[src/rtl/meas_sampler.sv]
// Measurement responder: after a request it waits a settle interval, averages
// AVG_SAMPLES ADC samples per channel, and returns averages, saturation flags
// and a timeout flag over a valid/ready response handshake.
//
// Ports:
//   clk, rst_n        clock, synchronous active-low reset
//   req_valid/ready   measurement request handshake (ready only in IDLE)
//   abort             cancel the in-flight measurement, no response produced
//   adc_valid/data    ADC stream, channel c at [c*ADC_WIDTH +: ADC_WIDTH]
//   resp_valid/ready  response handshake
//   resp_data         per-channel truncated averages, same packing as adc_data
//   resp_sat          per-channel: some accumulated sample was 0 or all-ones
//   resp_timeout      measurement ended because the ADC stream stalled
//   busy              not in IDLE
module meas_sampler #(
    parameter int unsigned ADC_WIDTH      = 12,
    parameter int unsigned NUM_OUTPUTS    = 2,
    parameter int unsigned SETTLE_CYCLES  = 16,
    parameter int unsigned AVG_SAMPLES    = 8,
    parameter int unsigned TIMEOUT_CYCLES = 1024
) (
    input  logic                             clk,
    input  logic                             rst_n,
    input  logic                             req_valid,
    output logic                             req_ready,
    input  logic                             abort,
    input  logic                             adc_valid,
    input  logic [NUM_OUTPUTS*ADC_WIDTH-1:0] adc_data,
    output logic                             resp_valid,
    input  logic                             resp_ready,
    output logic [NUM_OUTPUTS*ADC_WIDTH-1:0] resp_data,
    output logic [NUM_OUTPUTS-1:0]           resp_sat,
    output logic                             resp_timeout,
    output logic                             busy
);

    localparam int unsigned SHIFT = $clog2(AVG_SAMPLES);
    localparam int unsigned ACC_W = ADC_WIDTH + SHIFT;
    localparam int unsigned SET_W = (SETTLE_CYCLES > 1) ? $clog2(SETTLE_CYCLES) : 1;
    localparam int unsigned CNT_W = $clog2(AVG_SAMPLES + 1);
    localparam int unsigned TO_W  = $clog2(TIMEOUT_CYCLES + 1);
    localparam logic [ADC_WIDTH-1:0] ALL_ONES = '1;

    typedef enum logic [1:0] {StIdle, StSettle, StAccum, StResp} state_e;

    state_e state_q, state_d;

    logic [SET_W-1:0]                 settle_cnt_q;
    logic [CNT_W-1:0]                 sample_cnt_q;
    logic [TO_W-1:0]                  to_cnt_q;
    logic [ACC_W-1:0]                 acc_q [NUM_OUTPUTS];
    logic [NUM_OUTPUTS-1:0]           sat_q;
    logic [NUM_OUTPUTS*ADC_WIDTH-1:0] resp_data_q;
    logic [NUM_OUTPUTS-1:0]           resp_sat_q;
    logic                             resp_timeout_q;

    logic [ACC_W-1:0]       acc_sum [NUM_OUTPUTS];
    logic [NUM_OUTPUTS-1:0] samp_sat;
    logic                   accept, active_abort, sample_fire, last_sample, idle_tick, to_hit;

    // Per-channel sum including the current sample, and its saturation flag.
    always_comb begin
        for (int unsigned c = 0; c < NUM_OUTPUTS; c++) begin
            acc_sum[c]  = acc_q[c] + ACC_W'(adc_data[c*ADC_WIDTH +: ADC_WIDTH]);
            samp_sat[c] = (adc_data[c*ADC_WIDTH +: ADC_WIDTH] == '0) ||
                          (adc_data[c*ADC_WIDTH +: ADC_WIDTH] == ALL_ONES);
        end
    end

    // abort outranks every other event outside IDLE.
    assign accept       = (state_q == StIdle) && req_valid;
    assign active_abort = (state_q != StIdle) && abort;
    assign sample_fire  = (state_q == StAccum) && adc_valid && !abort;
    assign last_sample  = sample_fire && (sample_cnt_q == CNT_W'(AVG_SAMPLES - 1));
    assign idle_tick    = (state_q == StAccum) && !adc_valid && !abort;
    assign to_hit       = idle_tick && (to_cnt_q == TO_W'(TIMEOUT_CYCLES - 1));

    // State register
    always_ff @(posedge clk) begin
        if (!rst_n) begin
            state_q <= StIdle;
        end else begin
            state_q <= state_d;
        end
    end

    // Next-state logic
    always_comb begin
        state_d = state_q;
        unique case (state_q)
            StIdle: begin
                if (req_valid) begin
                    state_d = (SETTLE_CYCLES == 0) ? StAccum : StSettle;
                end
            end
            StSettle: begin
                if (abort) begin
                    state_d = StIdle;
                end else if (settle_cnt_q == '0) begin
                    state_d = StAccum;
                end
            end
            StAccum: begin
                if (abort) begin
                    state_d = StIdle;
                end else if (last_sample || to_hit) begin
                    state_d = StResp;
                end
            end
            StResp: begin
                if (abort || resp_ready) begin
                    state_d = StIdle;
                end
            end
            default: state_d = StIdle;
        endcase
    end

    // Outputs decoded from state
    always_comb begin
        req_ready  = (state_q == StIdle);
        resp_valid = (state_q == StResp);
        busy       = (state_q != StIdle);
    end

    // Datapath: counters, accumulators and response registers
    always_ff @(posedge clk) begin
        if (!rst_n) begin
            settle_cnt_q   <= '0;
            sample_cnt_q   <= '0;
            to_cnt_q       <= '0;
            sat_q          <= '0;
            resp_data_q    <= '0;
            resp_sat_q     <= '0;
            resp_timeout_q <= 1'b0;
            for (int unsigned c = 0; c < NUM_OUTPUTS; c++) acc_q[c] <= '0;
        end else if (accept || active_abort) begin
            settle_cnt_q <= (SETTLE_CYCLES == 0) ? '0 : SET_W'(SETTLE_CYCLES - 1);
            sample_cnt_q <= '0;
            to_cnt_q     <= '0;
            sat_q        <= '0;
            for (int unsigned c = 0; c < NUM_OUTPUTS; c++) acc_q[c] <= '0;
        end else begin
            if (state_q == StSettle && settle_cnt_q != '0) begin
                settle_cnt_q <= settle_cnt_q - 1'b1;
            end
            if (sample_fire) begin
                sample_cnt_q <= sample_cnt_q + 1'b1;
                to_cnt_q     <= '0;
                sat_q        <= sat_q | samp_sat;
                for (int unsigned c = 0; c < NUM_OUTPUTS; c++) acc_q[c] <= acc_sum[c];
            end else if (idle_tick) begin
                to_cnt_q <= to_cnt_q + 1'b1;
            end
            if (last_sample) begin
                // Average is the top ADC_WIDTH bits of the final sum (truncating).
                for (int unsigned c = 0; c < NUM_OUTPUTS; c++) begin
                    resp_data_q[c*ADC_WIDTH +: ADC_WIDTH] <= acc_sum[c][SHIFT +: ADC_WIDTH];
                end
                resp_sat_q     <= sat_q | samp_sat;
                resp_timeout_q <= 1'b0;
            end else if (to_hit) begin
                resp_data_q    <= '0;
                resp_sat_q     <= sat_q;
                resp_timeout_q <= 1'b1;
            end
        end
    end

    assign resp_data    = resp_data_q;
    assign resp_sat     = resp_sat_q;
    assign resp_timeout = resp_timeout_q;

endmodule

[config.mk]
export PLATFORM = sky130hd
export DESIGN_NAME = meas_sampler
export DESIGN_NICKNAME = d
export VERILOG_FILES = /design/src/rtl/meas_sampler.sv
export SDC_FILE = /design/constraint.sdc
export NUM_CORES = 1
export LEC_CHECK = 0
export CAP_MARGIN = 40
export CELL_PAD_IN_SITES_DETAIL_PLACEMENT = 2
export CELL_PAD_IN_SITES_GLOBAL_PLACEMENT = 2
export CORE_MARGIN = 8
export CORE_UTILIZATION = 34
export DETAILED_ROUTE_END_ITERATION = 6
export PLACE_DENSITY_LB_ADDON = 0.1
export SETUP_SLACK_MARGIN = 0.3
export SYNTH_ARGS = -nofsm -noshare
export SYNTH_HDL_FRONTEND = slang
export SYNTH_SLANG_ARGS = --single-unit
export TNS_END_PERCENT = 5
[constraint.sdc]
create_clock -name clk -period 3.4 [get_ports clk]
set_input_delay 0.34 -clock clk [delete_from_list [all_inputs] [get_ports clk]]
set_output_delay 0.34 -clock clk [all_outputs]
set_load 0.01 [all_outputs]
## Word level (Yosys, flattened, before mapping)

Memories as Yosys holds them, arrays and structs flattened.
Index checks and enable logic that the tools add are counted.

- Reduce and logical (&&, ||, !) cells: 28
- Equal/unequal tests: 11
- Bitwise operators: 7
- $add $sub $neg: 5
- Multiplexer cells: 27

Operators by type and width:

| kind | number |
|---|---|
| two-way mux 15 bit | 4 |
| two-way mux 24 bit | 2 |
| adder 15 x 12 -> 15 bit | 2 |
| equality test 12 bit (second input constant) | 2 |
| zero test 12 bit | 2 |
| two-way mux 2 bit | 8 |
| adder 11 x 1 -> 11 bit (second input constant) | 1 |
| equality test 11 x 10 -> 1 bit (second input constant) | 1 |
| two-way mux 1 bit | 10 |
| logical AND 1 bit | 9 |
| two-way mux 4 bit | 2 |
| one-hot mux 2 bit (4 select lines) | 1 |
| nonzero test 2 bit | 3 |
| logical OR 1 bit | 5 |
| adder 4 x 1 -> 4 bit (second input constant) | 1 |
| equality test 2 bit (second input constant) | 2 |
| equality test 4 x 3 -> 1 bit (second input constant) | 1 |
| zero test 4 bit | 1 |
| bitwise OR 1 bit | 4 |
| AND reduction 4 bit | 1 |
| nonzero test 4 bit | 1 |
| subtractor 4 x 1 -> 4 bit (second input constant) | 1 |
| inequality test 3 x 2 -> 1 bit (second input constant) | 1 |
| inequality test 3 bit (second input constant) | 1 |
| 10 further kinds | 12 |

- Bits in registers: 50
- Bits in writable memories: 30
- Memories: 1
- Output and inout port bits: 30
- Input bits: 30
- Logic and storage cells: 87

Memories:

| memory | depth | bits a word | read ports | clocked after memory_dff | wr ports | line | source |
|---|---|---|---|---|---|---|---|
| acc_q | 2 | 15 | 2 | 0 | 2 | 51 | `logic [ACC_W-1:0] acc_q [NUM_OUTPUTS];` |

## Logic depth before layout (Yosys ltp)

- Depth after elaboration: 8
- Gate-level depth with buffers: 8
- Mapped depth without buffers: 8

## Worst setup path after synthesis

Ideal clock, no wire load.

- Kind: reg2reg
- Start: register state_q[0]
- End: memory acc_q[0][0] in the netlist's numbering (enable)
- Path buffers: 2
- Setup time: 0.406 ns
- Period minus slack after synthesis: 2.708 ns
- Arrival: 2.302 ns
- Slack: 0.692 ns
- Stages on the path, launching flop included: 7
- Required time: 2.994 ns
- Cell sequence: dfxtp_1 nor2_1 mux2i_1 nand2_1 or2_2 clkbuf_1 clkbuf_1

RTL lines:

| element | line | source |
|---|---|---|
| start, declared | 46 | `state_e state_q, state_d;` |
| start signal, assigned | 81 | `state_q <= StIdle;` |
| start signal, assigned | 83 | `state_q <= state_d;` |
| end, declared | 51 |  |

==> run summary <==
Total GRT Usage = 0.1580
Clk pin slew, worst setup/hold paths = 60 ps
yosys warns = 0
WL final = 12340 µm
hold_buf cts = 0
Critical Path RT = 3480 ps
drt initial violations = 119
Power Internal = 1.659 mW
total grt overflow = 0
Yosys cell types = 49
Post-CTS Setup Inserts = 0
LEAKAGE = 2.006 nW
nets = 561
final hold slack = 464.2 ps
outcome = finished, final reports clean
chip height = 127.6 µm
Tightest Pin Transition = 592.5 ps
final setup vio count = 0
Pre-antenna DRT Iters = 4
Port Buf Inserts = 59
Initial Utilization = 0.3498
dpl cell area = 5040 µm²
dpl hpwl = 9378 µm
critical path arrival = 2820 ps
combinational group share of total power = 0.156
final hold vios = 0
skew final = 4.324 ps
Hold Crit Class = reg -> reg
Worst setup EP type = flip-flop
layout cell share with drive strength beyond 1 = 0.05720
vias in the first global route = 4011
DR vias/cell = 5.255
CTS tree = yes
Synth area leaders = dfxtp_1 24%, edfxtp_1 21%, ha_1 8.0%, nor2_1 6.2%, xor2_1 4.5%
FFs w/ async S/R, synth = 0
number of synthesized flops with an enable pin = 30
io pins = 60
Slew Viols, Final = 0
sequential-to-total area share from yosys stat = 0.4489
first-pass GRT wire length = 20600 µm
Mapped Cells = 439
full die area = 16290 µm²
via count = 3547
xor and xnor area share after synthesis = 0.08269
RSZ-0062 raised after global routing = false
largest net degree at the start of global routing = 30
MaxCap Viol Count = 0
Die X = 127.6 µm
clock tree buffer depth = 2
commonest register cell after synthesis = dfxtp_1
Rel. slew slack = 0.6041
compound-gate portion of the synthesized area = 0.1583
top-count cell post-synth = nor2_1
drt drc = 0
combinational family with the most area after synthesis = simple AND/OR/NAND/NOR gates
final std cell area, no fill = 5296 µm²
syn_area_per_cell = 9.650 µm²
post_cts resized = 0
H-tree levels = 3
setup TNS = 0 ps
Final Wtd Congestion = 0.7989
initial antenna violation count = 0
Switch Pwr = 0.6021 mW
Antenna diodes = 0
net switching fraction of the power = 0.2663
root buf cell = clkbuf_16
synth cell count leaders = 70 x nor2_1, 50 x dfxtp_1, 32 x a21oi_1, 30 x edfxtp_1, 27 x ha_1
Synth top area share = 0.2363
mux contribution to synthesized area = 0.007088
CTS buffer count = 9
#FFs+latches synth = 80
Core Region = 12110 µm²
Simple-Gate Fraction of Synth Area = 0.1858
Rows = 40
critical path class = in -> reg
post-route clock period utilization = 0.8075
syn_nets = 498
Yosys top cell by area = dfxtp_1
P&R area growth vs syn = 25.01%
DRT antenna net count = 0
Sequential Power Share = 0.460
worst-skew pair later-pin latency = 330 ps
Mapped Area = 4237 µm²
clock sinks = 80
power share of the clock group = 0.383
worst-path maximum fanout = 3
peak supply drop = 169.5 µV
Max Freq = 364.3 MHz
post-synthesis adder-cell area fraction = 0.08919
post-layout min period = 2745 ps
Critical Path Start Type = input pin
Core Util, Final = 0.4373
power density cells = 426.9 nW/µm²
Avg WL per Cell = 18.28 µm
area by class of cell:
class	count	area, µm²
Inverter	11	41.29
Clock inverter	5	23.77
Clock buffer	11	232.7
Timing Repair Buffer	68	670.6
Fill cell	1347	6815
Multi-Input combinational cell	332	2216
Tap cell	168	210.2
Sequential cell	80	1902
flip-flops by register name, indices dropped and copies added, names as in the netlist:
signal,count
acc_q,30
resp_data,24
resp_sat,2
resp_timeout,1
sample_cnt_q,4
sat_q,2
settle_cnt_q,4
state_q,2
to_cnt_q,11
critical path, stage by stage:
cell and delay [ps]:
clkdlybuf4s50_1 440, ha_1 250, fa_1 440, a211oi_1 320, o211ai_1 200, a221oi_1 440, nor2_1 130, xnor2_1 200
nor2_1 60
per-layer routing:
layer  part of all wire  up-vias  track usage
met5                  0        -            0
met4             0.0083        0      0.03566
met3              0.035        7      0.03702
met2               0.51       43       0.2809
met1               0.45     1777       0.1885
li1                   -     1720            -
kinds of logic after synthesis:
logic type	after synthesis
and+or+nand+nor	160
AOI/OAI and AO/OA	100
buffers and inverters	27
muxes	3
xor gates and xnor gates	40
DFF	80
adders and majority gates	29
layout by cell type, fill, tap and decap left out, types with 3 or more instances in the layout:
cell,n
nor3_1,4
a31oi_1,6
nand2_1,26
dfxtp_1,50
nand2b_1,3
buf_4,8
mux2i_1,3
o2bb2ai_1,17
and3_1,9
clkbuf_16,9
nand4_1,10
nor4_1,7
a21o_1,7
clkdlybuf4s50_1,59
clkinv_1,3
a21oi_1,32
inv_1,11
o211ai_1,3
nand3_1,12
edfxtp_1,30
o21ai_0,15
and2_1,4
o21a_1,3
xnor2_1,18
nor2_1,70
ha_1,27
a211oi_1,4
xor2_1,22
stage by stage:
step | instances | setup WS [ps] | power, mW
finish | 675 | 654.7 | 2.261
global route | 675 | 447.8 | 2.363
CTS | 675 | 602.5 | 2.287
detailed placement | 659 | 282.3 | 1.416
global placement | 658 | 393.7 | 1.399
floorplan | 439 | 691.8 | 1.277
power by group through the flow:
stage               clock [mW]  sequential (mW)  combinational (mW)
global placement             0             1.06               0.337
CTS                      0.886             1.04               0.359
detailed placement           0             1.06               0.354
finish                   0.867             1.04               0.353
global route             0.925             1.04               0.393
floorplan                    0             1.06               0.221
worst paths after layout:
check | slack, ps | end | cells after the start | start
worst max-delay path | 650 | acc_q[0][14]$_SDFFCE_PN0P_ | 9 | adc_data[0]
worst min-delay path | 460 | resp_data[8]$_SDFFE_PN0P_ | 1 | resp_data[8]$_SDFFE_PN0P_
worst max register to register | 730 | acc_q[0][14]$_SDFFCE_PN0P_ | 8 | acc_q[0][0]$_SDFFCE_PN0P_
worst min register to register | 460 | resp_data[8]$_SDFFE_PN0P_ | 1 | resp_data[8]$_SDFFE_PN0P_
No activity file was read; power rests on OpenSTA's default activity.
